`config.mk`:
```
export PLATFORM = sky130hd
export DESIGN_NAME = fft16_ctrl
export DESIGN_NICKNAME = d
export VERILOG_FILES = /design/src/rtl/fft16_pkg.sv /design/src/rtl/fft16_addr_gen.sv /design/src/rtl/fft16_ctrl.sv
export SDC_FILE = /design/constraint.sdc
export NUM_CORES = 1
export LEC_CHECK = 0
export ABC_AREA = 0
export CAP_MARGIN = 20
export CORE_ASPECT_RATIO = 0.9
export CORE_MARGIN = 3
export CORE_UTILIZATION = 35
export CTS_BUF_LIST = sky130_fd_sc_hd__clkbuf_16
export DETAILED_ROUTE_END_ITERATION = 8
export GPL_TIMING_DRIVEN = 1
export PLACE_DENSITY = 0.54
export SYNTH_ARGS = -nofsm -noshare
export SYNTH_HDL_FRONTEND = slang
export SYNTH_HIERARCHICAL = 1
export SYNTH_SLANG_ARGS = --single-unit
export TNS_END_PERCENT = 10
```
`constraint.sdc`:
```
create_clock -name i_clk -period 5.02 [get_ports i_clk]
set_clock_uncertainty 0.2 [all_clocks]
set_input_delay 0.502 -clock i_clk [delete_from_list [all_inputs] [get_ports i_clk]]
set_output_delay 0.502 -clock i_clk [all_outputs]
set_load 0.05 [all_outputs]
```
`src/rtl/fft16_pkg.sv`:
```
// fft16_pkg
//   Shared constants and types for the 16-point radix-2 FFT sequencing
//   controller and anything that models it.
//   FFT_POINTS    number of complex samples per transform
//   FFT_STAGES    number of decimation-in-time stages (log2 of FFT_POINTS)
//   BF_PER_STAGE  butterflies issued per stage (FFT_POINTS / 2)
//   ADDR_W        sample-buffer address width
//   TW_W          twiddle index width (index k selects W16^k)
//   fft16_ctrl_state_t  controller FSM state encoding
package fft16_pkg;

  localparam int FFT_POINTS   = 16;
  localparam int FFT_STAGES   = 4;
  localparam int BF_PER_STAGE = 8;
  localparam int ADDR_W       = 4;
  localparam int TW_W         = 3;

  typedef enum logic [1:0] {
    ST_IDLE  = 2'd0,
    ST_ISSUE = 2'd1,
    ST_DRAIN = 2'd2,
    ST_DONE  = 2'd3
  } fft16_ctrl_state_t;

endpackage

```
`src/rtl/fft16_addr_gen.sv`:
```
// fft16_addr_gen
//   Combinational butterfly address generator for an in-place radix-2
//   decimation-in-time FFT over 16 points.
//   stage  in   current stage s, 0..3
//   bf     in   butterfly index b within the stage, 0..7
//   addr0  out  first input/output of the pair: grp*2*span + pos
//   addr1  out  second of the pair: addr0 + span
//   tw     out  twiddle index: pos << (3 - s)
//   with span = 2^s, pos = b mod span, grp = b >> s.
module fft16_addr_gen
  import fft16_pkg::*;
(
  input  logic [1:0]        stage,
  input  logic [2:0]        bf,
  output logic [ADDR_W-1:0] addr0,
  output logic [ADDR_W-1:0] addr1,
  output logic [TW_W-1:0]   tw
);

  logic [ADDR_W-1:0] span;
  logic [ADDR_W-1:0] pos;
  logic [ADDR_W-1:0] grp;

  always_comb begin
    span  = ADDR_W'(1) << stage;
    // span is a power of two, so masking with span-1 is b mod span
    pos   = ADDR_W'(bf) & (span - ADDR_W'(1));
    grp   = ADDR_W'(bf) >> stage;
    // grp * 2 * span == grp << (s + 1); pos < span so OR equals add
    addr0 = (grp << ({1'b0, stage} + 3'd1)) | pos;
    addr1 = addr0 + span;
    // pos < 2^s, so pos << (3 - s) always fits in TW_W bits
    tw    = TW_W'(pos << (2'd3 - stage));
  end

endmodule

```
`src/rtl/fft16_ctrl.sv`:
```
// fft16_ctrl
//   Sequencing controller for the 16-point radix-2 FFT core. Drives one
//   shared butterfly through 4 stages of 8 butterflies, issuing a read
//   address pair and twiddle index per cycle, and replays the read
//   addresses BF_LAT cycles later as the write-back addresses.
//   i_clk        clock, rising edge
//   i_rst        asynchronous active-high reset
//   i_start      start one transform; only honoured in IDLE
//   o_busy       high in ISSUE, DRAIN and DONE
//   o_done       one-cycle pulse, result complete in bank 0
//   o_stage      current stage 0..3
//   o_bank       read bank; writes target ~o_bank
//   o_rd_en      butterfly issue strobe
//   o_rd_addr0/1 butterfly input pair (0 when o_rd_en = 0)
//   o_tw_idx     twiddle index (0 when o_rd_en = 0)
//   o_wr_en      write-back strobe
//   o_wr_addr0/1 butterfly output pair (0 when o_wr_en = 0)
//   o_dbg_state  FSM state register, fft16_ctrl_state_t encoding
//
//   Handshake: i_start is a level sampled on the rising edge while the FSM
//   is in IDLE; there is no ready/ack and requests seen while busy are
//   dropped, never queued.
//
//   Every output is a flop. The read-side outputs are loaded from the
//   next-state values so that they line up with the FSM state they belong
//   to in the same cycle.
module fft16_ctrl #(
  parameter int ADDR_W = fft16_pkg::ADDR_W,
  parameter int TW_W   = fft16_pkg::TW_W,
  // butterfly pipeline latency, legal range 1..7
  parameter int BF_LAT = 2
) (
  input  logic              i_clk,
  input  logic              i_rst,
  input  logic              i_start,
  output logic              o_busy,
  output logic              o_done,
  output logic [1:0]        o_stage,
  output logic              o_bank,
  output logic              o_rd_en,
  output logic [ADDR_W-1:0] o_rd_addr0,
  output logic [ADDR_W-1:0] o_rd_addr1,
  output logic [TW_W-1:0]   o_tw_idx,
  output logic              o_wr_en,
  output logic [ADDR_W-1:0] o_wr_addr0,
  output logic [ADDR_W-1:0] o_wr_addr1,
  output logic [1:0]        o_dbg_state
);

  import fft16_pkg::*;

  localparam logic [2:0] BF_LAST    = 3'(BF_PER_STAGE - 1);
  localparam logic [2:0] DRAIN_LAST = 3'(BF_LAT - 1);
  localparam logic [1:0] STAGE_LAST = 2'(FFT_STAGES - 1);

  fft16_ctrl_state_t state_q, state_n;
  logic [1:0] stage_q, stage_n;
  logic [2:0] bf_q, bf_n;
  logic [2:0] drain_q, drain_n;
  logic       bank_q, bank_n;
  logic       rd_en_n;

  logic [fft16_pkg::ADDR_W-1:0] ag_addr0;
  logic [fft16_pkg::ADDR_W-1:0] ag_addr1;
  logic [fft16_pkg::TW_W-1:0]   ag_tw;

  logic              busy_q;
  logic              done_q;
  logic              rd_en_q;
  logic [ADDR_W-1:0] rd_addr0_q;
  logic [ADDR_W-1:0] rd_addr1_q;
  logic [TW_W-1:0]   tw_q;

  // {rd_en, addr0, addr1} delayed by the butterfly latency
  logic [2*ADDR_W:0] dly_q [BF_LAT];

  // ---------------------------------------------------------------- FSM
  always_ff @(posedge i_clk or posedge i_rst) begin
    if (i_rst) begin
      state_q <= ST_IDLE;
      stage_q <= '0;
      bf_q    <= '0;
      drain_q <= '0;
      bank_q  <= 1'b0;
    end else begin
      state_q <= state_n;
      stage_q <= stage_n;
      bf_q    <= bf_n;
      drain_q <= drain_n;
      bank_q  <= bank_n;
    end
  end

  always_comb begin
    state_n = state_q;
    stage_n = stage_q;
    bf_n    = bf_q;
    drain_n = drain_q;
    bank_n  = bank_q;
    case (state_q)
      ST_IDLE: begin
        if (i_start) begin
          state_n = ST_ISSUE;
          stage_n = '0;
          bf_n    = '0;
          bank_n  = 1'b0;
        end
      end
      ST_ISSUE: begin
        if (bf_q == BF_LAST) begin
          state_n = ST_DRAIN;
          drain_n = '0;
        end else begin
          bf_n = bf_q + 3'd1;
        end
      end
      ST_DRAIN: begin
        // the last write of the stage lands in this final DRAIN cycle,
        // so the bank may flip at its end
        if (drain_q == DRAIN_LAST) begin
          bank_n = ~bank_q;
          if (stage_q != STAGE_LAST) begin
            stage_n = stage_q + 2'd1;
            bf_n    = '0;
            state_n = ST_ISSUE;
          end else begin
            state_n = ST_DONE;
          end
        end else begin
          drain_n = drain_q + 3'd1;
        end
      end
      ST_DONE: begin
        state_n = ST_IDLE;
      end
      default: begin
        state_n = ST_IDLE;
      end
    endcase
    rd_en_n = (state_n == ST_ISSUE);
  end

  // Addresses for the butterfly that will be issued next cycle
  fft16_addr_gen u_addr_gen (
    .stage (stage_n),
    .bf    (bf_n),
    .addr0 (ag_addr0),
    .addr1 (ag_addr1),
    .tw    (ag_tw)
  );

  // -------------------------------------------------- registered outputs
  always_ff @(posedge i_clk or posedge i_rst) begin
    if (i_rst) begin
      busy_q     <= 1'b0;
      done_q     <= 1'b0;
      rd_en_q    <= 1'b0;
      rd_addr0_q <= '0;
      rd_addr1_q <= '0;
      tw_q       <= '0;
    end else begin
      busy_q     <= (state_n != ST_IDLE);
      done_q     <= (state_n == ST_DONE);
      rd_en_q    <= rd_en_n;
      rd_addr0_q <= rd_en_n ? ADDR_W'(ag_addr0) : '0;
      rd_addr1_q <= rd_en_n ? ADDR_W'(ag_addr1) : '0;
      tw_q       <= rd_en_n ? TW_W'(ag_tw) : '0;
    end
  end

  // ---------------------------------------------------------- write path
  // Reads carry zero addresses when idle, so the delayed writes do too.
  always_ff @(posedge i_clk or posedge i_rst) begin
    if (i_rst) begin
      for (int i = 0; i < BF_LAT; i++) dly_q[i] <= '0;
    end else begin
      dly_q[0] <= {rd_en_q, rd_addr0_q, rd_addr1_q};
      for (int i = 1; i < BF_LAT; i++) dly_q[i] <= dly_q[i-1];
    end
  end

  assign {o_wr_en, o_wr_addr0, o_wr_addr1} = dly_q[BF_LAT-1];

  assign o_busy      = busy_q;
  assign o_done      = done_q;
  assign o_stage     = stage_q;
  assign o_bank      = bank_q;
  assign o_rd_en     = rd_en_q;
  assign o_rd_addr0  = rd_addr0_q;
  assign o_rd_addr1  = rd_addr1_q;
  assign o_tw_idx    = tw_q;
  assign o_dbg_state = state_q;

endmodule

```
==> results of run 1 <==
-- report_power, final --
group	leakage [nW]	switching (mW)	internal (mW)	total, mW
clock network	0.0664	0.135	0.186	0.321
logic	0.552	0.376	0.200	0.576
registers	0.574	0.0399	0.437	0.477
-- flip-flops by register name (all words and copies together) (netlist names), 2 cells and up --
name,flops
dly_q,9
o_rd_addr0,4
o_rd_addr1,4
o_wr_addr0,4
o_wr_addr1,4
bf_q,3
drain_q,3
o_tw_idx,3
o_dbg_state,2
o_stage,2
-- cell usage in the layout (no fill, tap or decap), types with 2 or more instances in the layout --
cell              n
a22o_1            4
o31ai_1           4
xnor2_1           3
a21oi_1           5
nand3_1           4
a21o_1            2
nor2_1           11
nand2_1          11
mux2_2            2
ha_1             15
nor3b_1           2
o21ai_0           4
and2_1           12
a31oi_1           2
xor2_1            2
buf_4             2
o21a_1            2
clkdlybuf4s50_1  30
clkbuf_16         5
nor2b_1           2
dfrtp_1          43
clkinvlp_4        2
inv_1            15
nand2b_1          6
-- stage by stage --
| step | setup WS, ps | area (um^2) | hold WS (ps) | std cells |
|---|---|---|---|---|
| final | 654 | 2550 | 139 | 281 |
| after global routing | 296 | 2550 | 153 | 281 |
| after CTS | 706 | 2550 | 144 | 281 |
| after detailed placement | 730 | 2400 | 135 | 273 |
| after global placement | 878 | 2400 | 132 | 273 |
| after floorplan | 769 | 2090 | 131 | 183 |
-- synth_stat cells, types with 2 or more instances --
cell and instances:
buf_4 8, mux2_2 2, ha_1 15, o21ai_0 4, nor2_1 11, nor3b_1 2, xnor2_1 3, o21a_1 2
o31ai_1 4, dfrtp_1 43, nand3_1 4, inv_1 15, and2_1 12, nand2b_1 6, nand2_1 11, a22o_1 4
a21o_1 2, a31oi_1 2, xor2_1 2, a21oi_1 5, buf_6 2, nor2b_1 2
-- final cells by class --
class / instances / area, um^2
clock buffers: 5 / 125
clock inverters: 3 / 23.8
flip-flops and latches: 43 / 1080
inverters: 15 / 56.3
multi-input cells: 113 / 863
repair buffers: 32 / 315
well taps: 70 / 87.6
fillers: 541 / 3180
-- kinds of logic (layout without fill, tap and decap cells) --
family	after synthesis	in the layout	share of synthesized area
buffers and inverters	27	55	0.0707
AND/OR/NAND/NOR	53	53	0.134
multiplexers	4	4	0.0228
adder cells (fa/ha/maj)	16	16	0.0995
flip-flops	43	43	0.516
AO/OA/AOI/OAI	35	35	0.137
XOR/XNOR	5	5	0.0210
-- final timing paths --
kind | to | slack, ps | depth (start not counted)
max | o_rd_addr1[1]$_DFF_PP0_ | 650 | 12
max reg2reg | o_rd_addr1[1]$_DFF_PP0_ | 650 | 12
min | o_wr_addr0[0]$_DFF_PP0_ | 140 | 0
min in group asynchronous | o_busy$_DFF_PP0_ | 460 | 3
max in group asynchronous | o_tw_idx[2]$_DFF_PP0_ | 3790 | 3
min reg2reg | o_wr_addr0[0]$_DFF_PP0_ | 140 | 0
-- routing by layer --
layer | global-route usage | routed length, um | vias to the layer above
met5 | 0 | 0 | -
met4 | 0.0307 | 17 | 0
met3 | 0.0353 | 181 | 2
met2 | 0.185 | 1810 | 31
met1 | 0.155 | 1750 | 697
li1 | - | - | 667
==> out/metrics.yaml, run 1 <==
status:
  status: "complete, no violations"
route:
  route.detailed.drc: 0
  routedWlPerCell_um: 13.4
  antenna_left: 0
  first_pass_iters: 4
  vias: 1397
  drt_wl_total_um: 3760
  drt_iter0_drc: 74
  viasPerCell: 4.97
floorplan:
  core-area_um2: 5730
  die_area_um2: 6930
  die_w_um: 87.4
  die_h_um: 79.3
  pin_count: 31
  start_util: 0.365
  row_count: 26
logic_synthesis:
  synth_seq_cells: 43
  ys_types: 44
  syn_avg_cell_area_um2: 11.4
  ys.flop_type: "dfrtp_1"
  synth_top_area_share: 0.516
  ys_seq_area_frac: 0.516
  synth_edf_count: 0
  synth_top_cell_by_area: "dfrtp_1"
  synth_warnings: 6
  netlist_top_cells_area: "dfrtp_1, ha_1, and2_1"
  synthCells: 183
  synth-async-reset-ratio: 1.00
  mappedNetlistArea_um2: 2090
  syn_nets: 202
layout:
  final_util: 0.445
  drive_gt1_frac: 0.0806
  nets: 229
  num_antenna_cells: 0
  synthToLayoutAreaGrowth_pct: 22.1
cts:
  post_cts_buffers: 0
  htreeDepth: 2
  clkSinkCount: 43
  cts_buffers: 5
  cts_tree: "yes"
  clk_path_buf_depth: 2
  insertion_delay_ps: 280
  cts_resized: 0
  clkSlewWorstSetupHoldPaths_ps: 60
  postCtsHoldBufs: 0
  cts_root_buf: "clkbuf_16"
critical_path:
  critPathBufInv: 2
  worst_path_most_repeated_cell: "ha_1"
  cp-end-kind: "flip-flop"
  cp.arrival_ps: 4350
  startpoint: "drain_q[1]$_DFFE_PP0P_"
  path_class: "reg -> reg"
  r2r-start: "drain_q[1]$_DFFE_PP0P_"
  crit_slowest_cell: "nor2_1"
  critPathLaunchType: "flip-flop"
  cp_cell_sequence: "inv_1 -> ha_1 -> nor2b_1 -> a21oi_1 -> nor2_1 -> inv_1 -> ha_1 -> or4_1 -> o21ai_1 -> ha_1 -> fa_1 -> and2_1"
  required_ps: 5000
  slowest_delay_ps: 660
  crit_fanout: 12
  cp_top_family: "simple AND/OR/NAND/NOR gates"
timing:
  rsz0062_at_grt: "no"
  tightest_slew_ps: 835
  period_minus_slack_ps: 4370
  slew_violations: 0
  setup_viol: 0
  hold_viol: 0
  final.period_utilization: 0.870
  fin_tns_setup_ps: 0
  fmax_mhz: 229
  relSlewSlack: 0.442
place:
  io_buffers: 30
  routabilityCongestion: 0.923
  dp_hpwl_um: 2790
power:
  p_per_area_nw_per_um2: 539
  cellLeakagePower_nw: 1.19
  power_mw: 1.37
  ir_worst_vdd_uv: 282
grt:
  grt_pass1_vias: 1381
  grt_first_pass_wirelength_um: 6420
  grt_use_total: 0.117
  antenna_found_initial: 0
  overflow: 0
  grt_start_max_net_pins: 44
hold_path:
  min_path_type: "reg -> reg"
  hold_start: "dly_q[13]$_DFF_PP0_"
flow_run:
  cap_violations: 0
(Power assumes the default switching activity.)
==> run 2: changes to the inputs <==
- clock period: 5.02 -> 4.7 ns (I/O delays scaled with it)
==> out/metrics.yaml, run 2 (synthesis results as in run 1) <==
critical_path:
  path_class: "reg -> reg"
  crit_fanout: 15
  cp.depth: 13
  slowest_delay_ps: 530
  critPathBufInv: 4
  r2r-start: "o_dbg_state[0]$_DFF_PP0_"
  cp-end-kind: "flip-flop"
  cp_top_family: "adder cells"
  reg2reg_to: "o_rd_addr1[3]$_DFF_PP0_"
  crit_slowest_cell: "o31ai_1"
  cp.arrival_ps: 3870
  cp_cell_sequence: "inv_1 -> ha_1 -> inv_1 -> o31ai_1 -> buf_4 -> inv_1 -> ha_1 -> o31ai_1 -> ha_1 -> a21o_1 -> a21oi_1 -> xnor2_1 -> and2_1"
  reg2reg_slack_ps: 840
  required_ps: 4720
  reg2reg_depth: 13
  critPathLaunchType: "flip-flop"
grt:
  grt_use_total: 0.123
  grt_first_pass_wirelength_um: 6580
  top_usage_layer: "met2"
  use_met2: 0.204
  overflow: 0
  use_met3: 0.0394
  antenna_found_initial: 0
  grt_pass1_vias: 1425
  grt_start_max_net_pins: 44
  met1_usage: 0.145
timing:
  relSlewSlack: 0.609
  fmax_mhz: 259
  fin_tns_setup_ps: 0
  slew_violations: 0
  tightest_slew_ps: 587
  period_minus_slack_ps: 3860
  worst_slack_ps: 844
  setup_viol: 0
  final.period_utilization: 0.820
  hold_viol: 0
  rsz0062_at_grt: "no"
layout:
  num_antenna_cells: 0
  final_common_cell: "dfrtp_1"
  nFillCells: 527
  largest_register_ffs: 9
  final_cell_mix: "dfrtp_1, clkdlybuf4s50_1, inv_1, ha_1, and2_1"
  regMostFlops: "dly_q"
  synthToLayoutAreaGrowth_pct: 22.4
  drive_gt1_frac: 0.0849
  nets: 230
floorplan:
  die_h_um: 79.3
  die_area_um2: 6930
  core-area_um2: 5730
  die_w_um: 87.4
  start_util: 0.365
  pin_count: 31
  row_count: 26
place:
  io_buffers: 30
  routabilityCongestion: 0.850
  dp_slack_ps: 850
  dp_hpwl_um: 2960
hold_path:
  hold_start: "dly_q[10]$_DFF_PP0_"
  min_to: "o_wr_addr1[1]$_DFF_PP0_"
  worstHoldPathCells: 0
  min_path_type: "reg -> reg"
route:
  vias: 1398
  drt_iter0_drc: 67
  antenna_left: 0
  routedWlPerCell_um: 13.9
  viasPerCell: 4.96
  route.detailed.drc: 0
  drt_wl_total_um: 3930
  first_pass_iters: 4
cts:
  insertion_delay_ps: 280
  clk_path_buf_depth: 2
  postCtsHoldBufs: 0
  cts_resized: 0
  clkSlewWorstSetupHoldPaths_ps: 60
  cts_root_buf: "clkbuf_16"
  post_cts_buffers: 0
  cts_buffers: 5
  htreeDepth: 2
  cts_tree: "yes"
  clkSinkCount: 43
power:
  ir_worst_vdd_uv: 369
  p_per_area_nw_per_um2: 574
  cellLeakagePower_nw: 1.20
flow_run:
  cap_violations: 0
status:
  status: "complete, no violations"
-- run 2: final cells by class --
cell class                      instances  area, um^2  area share
Clock inverter                          3        23.8     0.00930
Timing Repair Buffer                   33         323       0.126
Clock buffer                            5         125      0.0490
Inverter                               15        56.3      0.0220
Multi-Input combinational cell        113         863       0.338
Tap cell                               70        87.6      0.0343
Sequential cell                        43        1080       0.421
-- run 2: metal layers --
layer,wire length [um],part of all wire
met5,0,0
met2,1870,0.48
met4,85,0.022
met3,209,0.053
met1,1760,0.45
-- run 2: how the worst max path moves through the flow --
| stage | startpoint | end | slack, ps |
|---|---|---|---|
| detailed placement | i_start | o_rd_addr1[3]$_DFF_PP0_ | 850 |
| finish | o_dbg_state[0]$_DFF_PP0_ | o_rd_addr1[3]$_DFF_PP0_ | 840 |
| global placement | i_start | o_rd_addr1[1]$_DFF_PP0_ | 960 |
| floorplan | o_dbg_state[1]$_DFF_PP0_ | o_rd_addr1[1]$_DFF_PP0_ | 450 |
| global route | o_dbg_state[0]$_DFF_PP0_ | o_rd_addr1[3]$_DFF_PP0_ | 560 |
| CTS | o_dbg_state[0]$_DFF_PP0_ | o_rd_addr1[3]$_DFF_PP0_ | 850 |
-- run 2: where the power goes --
part / leakage, nW / switching (mW) / internal [mW]
registers: 0.574 / 0.0437 / 0.467
logic: 0.557 / 0.404 / 0.214
clock network: 0.0664 / 0.139 / 0.198
total: 1.20 / 0.587 / 0.879
-- run 2: per-stage QoR --
stage	utilization	instances	hold slack, ps	area, um^2	power [mW]
floorplan	-	183	131	2090	0.989
global placement	0.420	274	133	2410	1.13
detailed placement	0.420	274	139	2410	1.14
CTS	0.446	282	150	2550	1.49
global route	0.446	282	155	2550	1.55
finish	0.446	282	148	2550	1.47
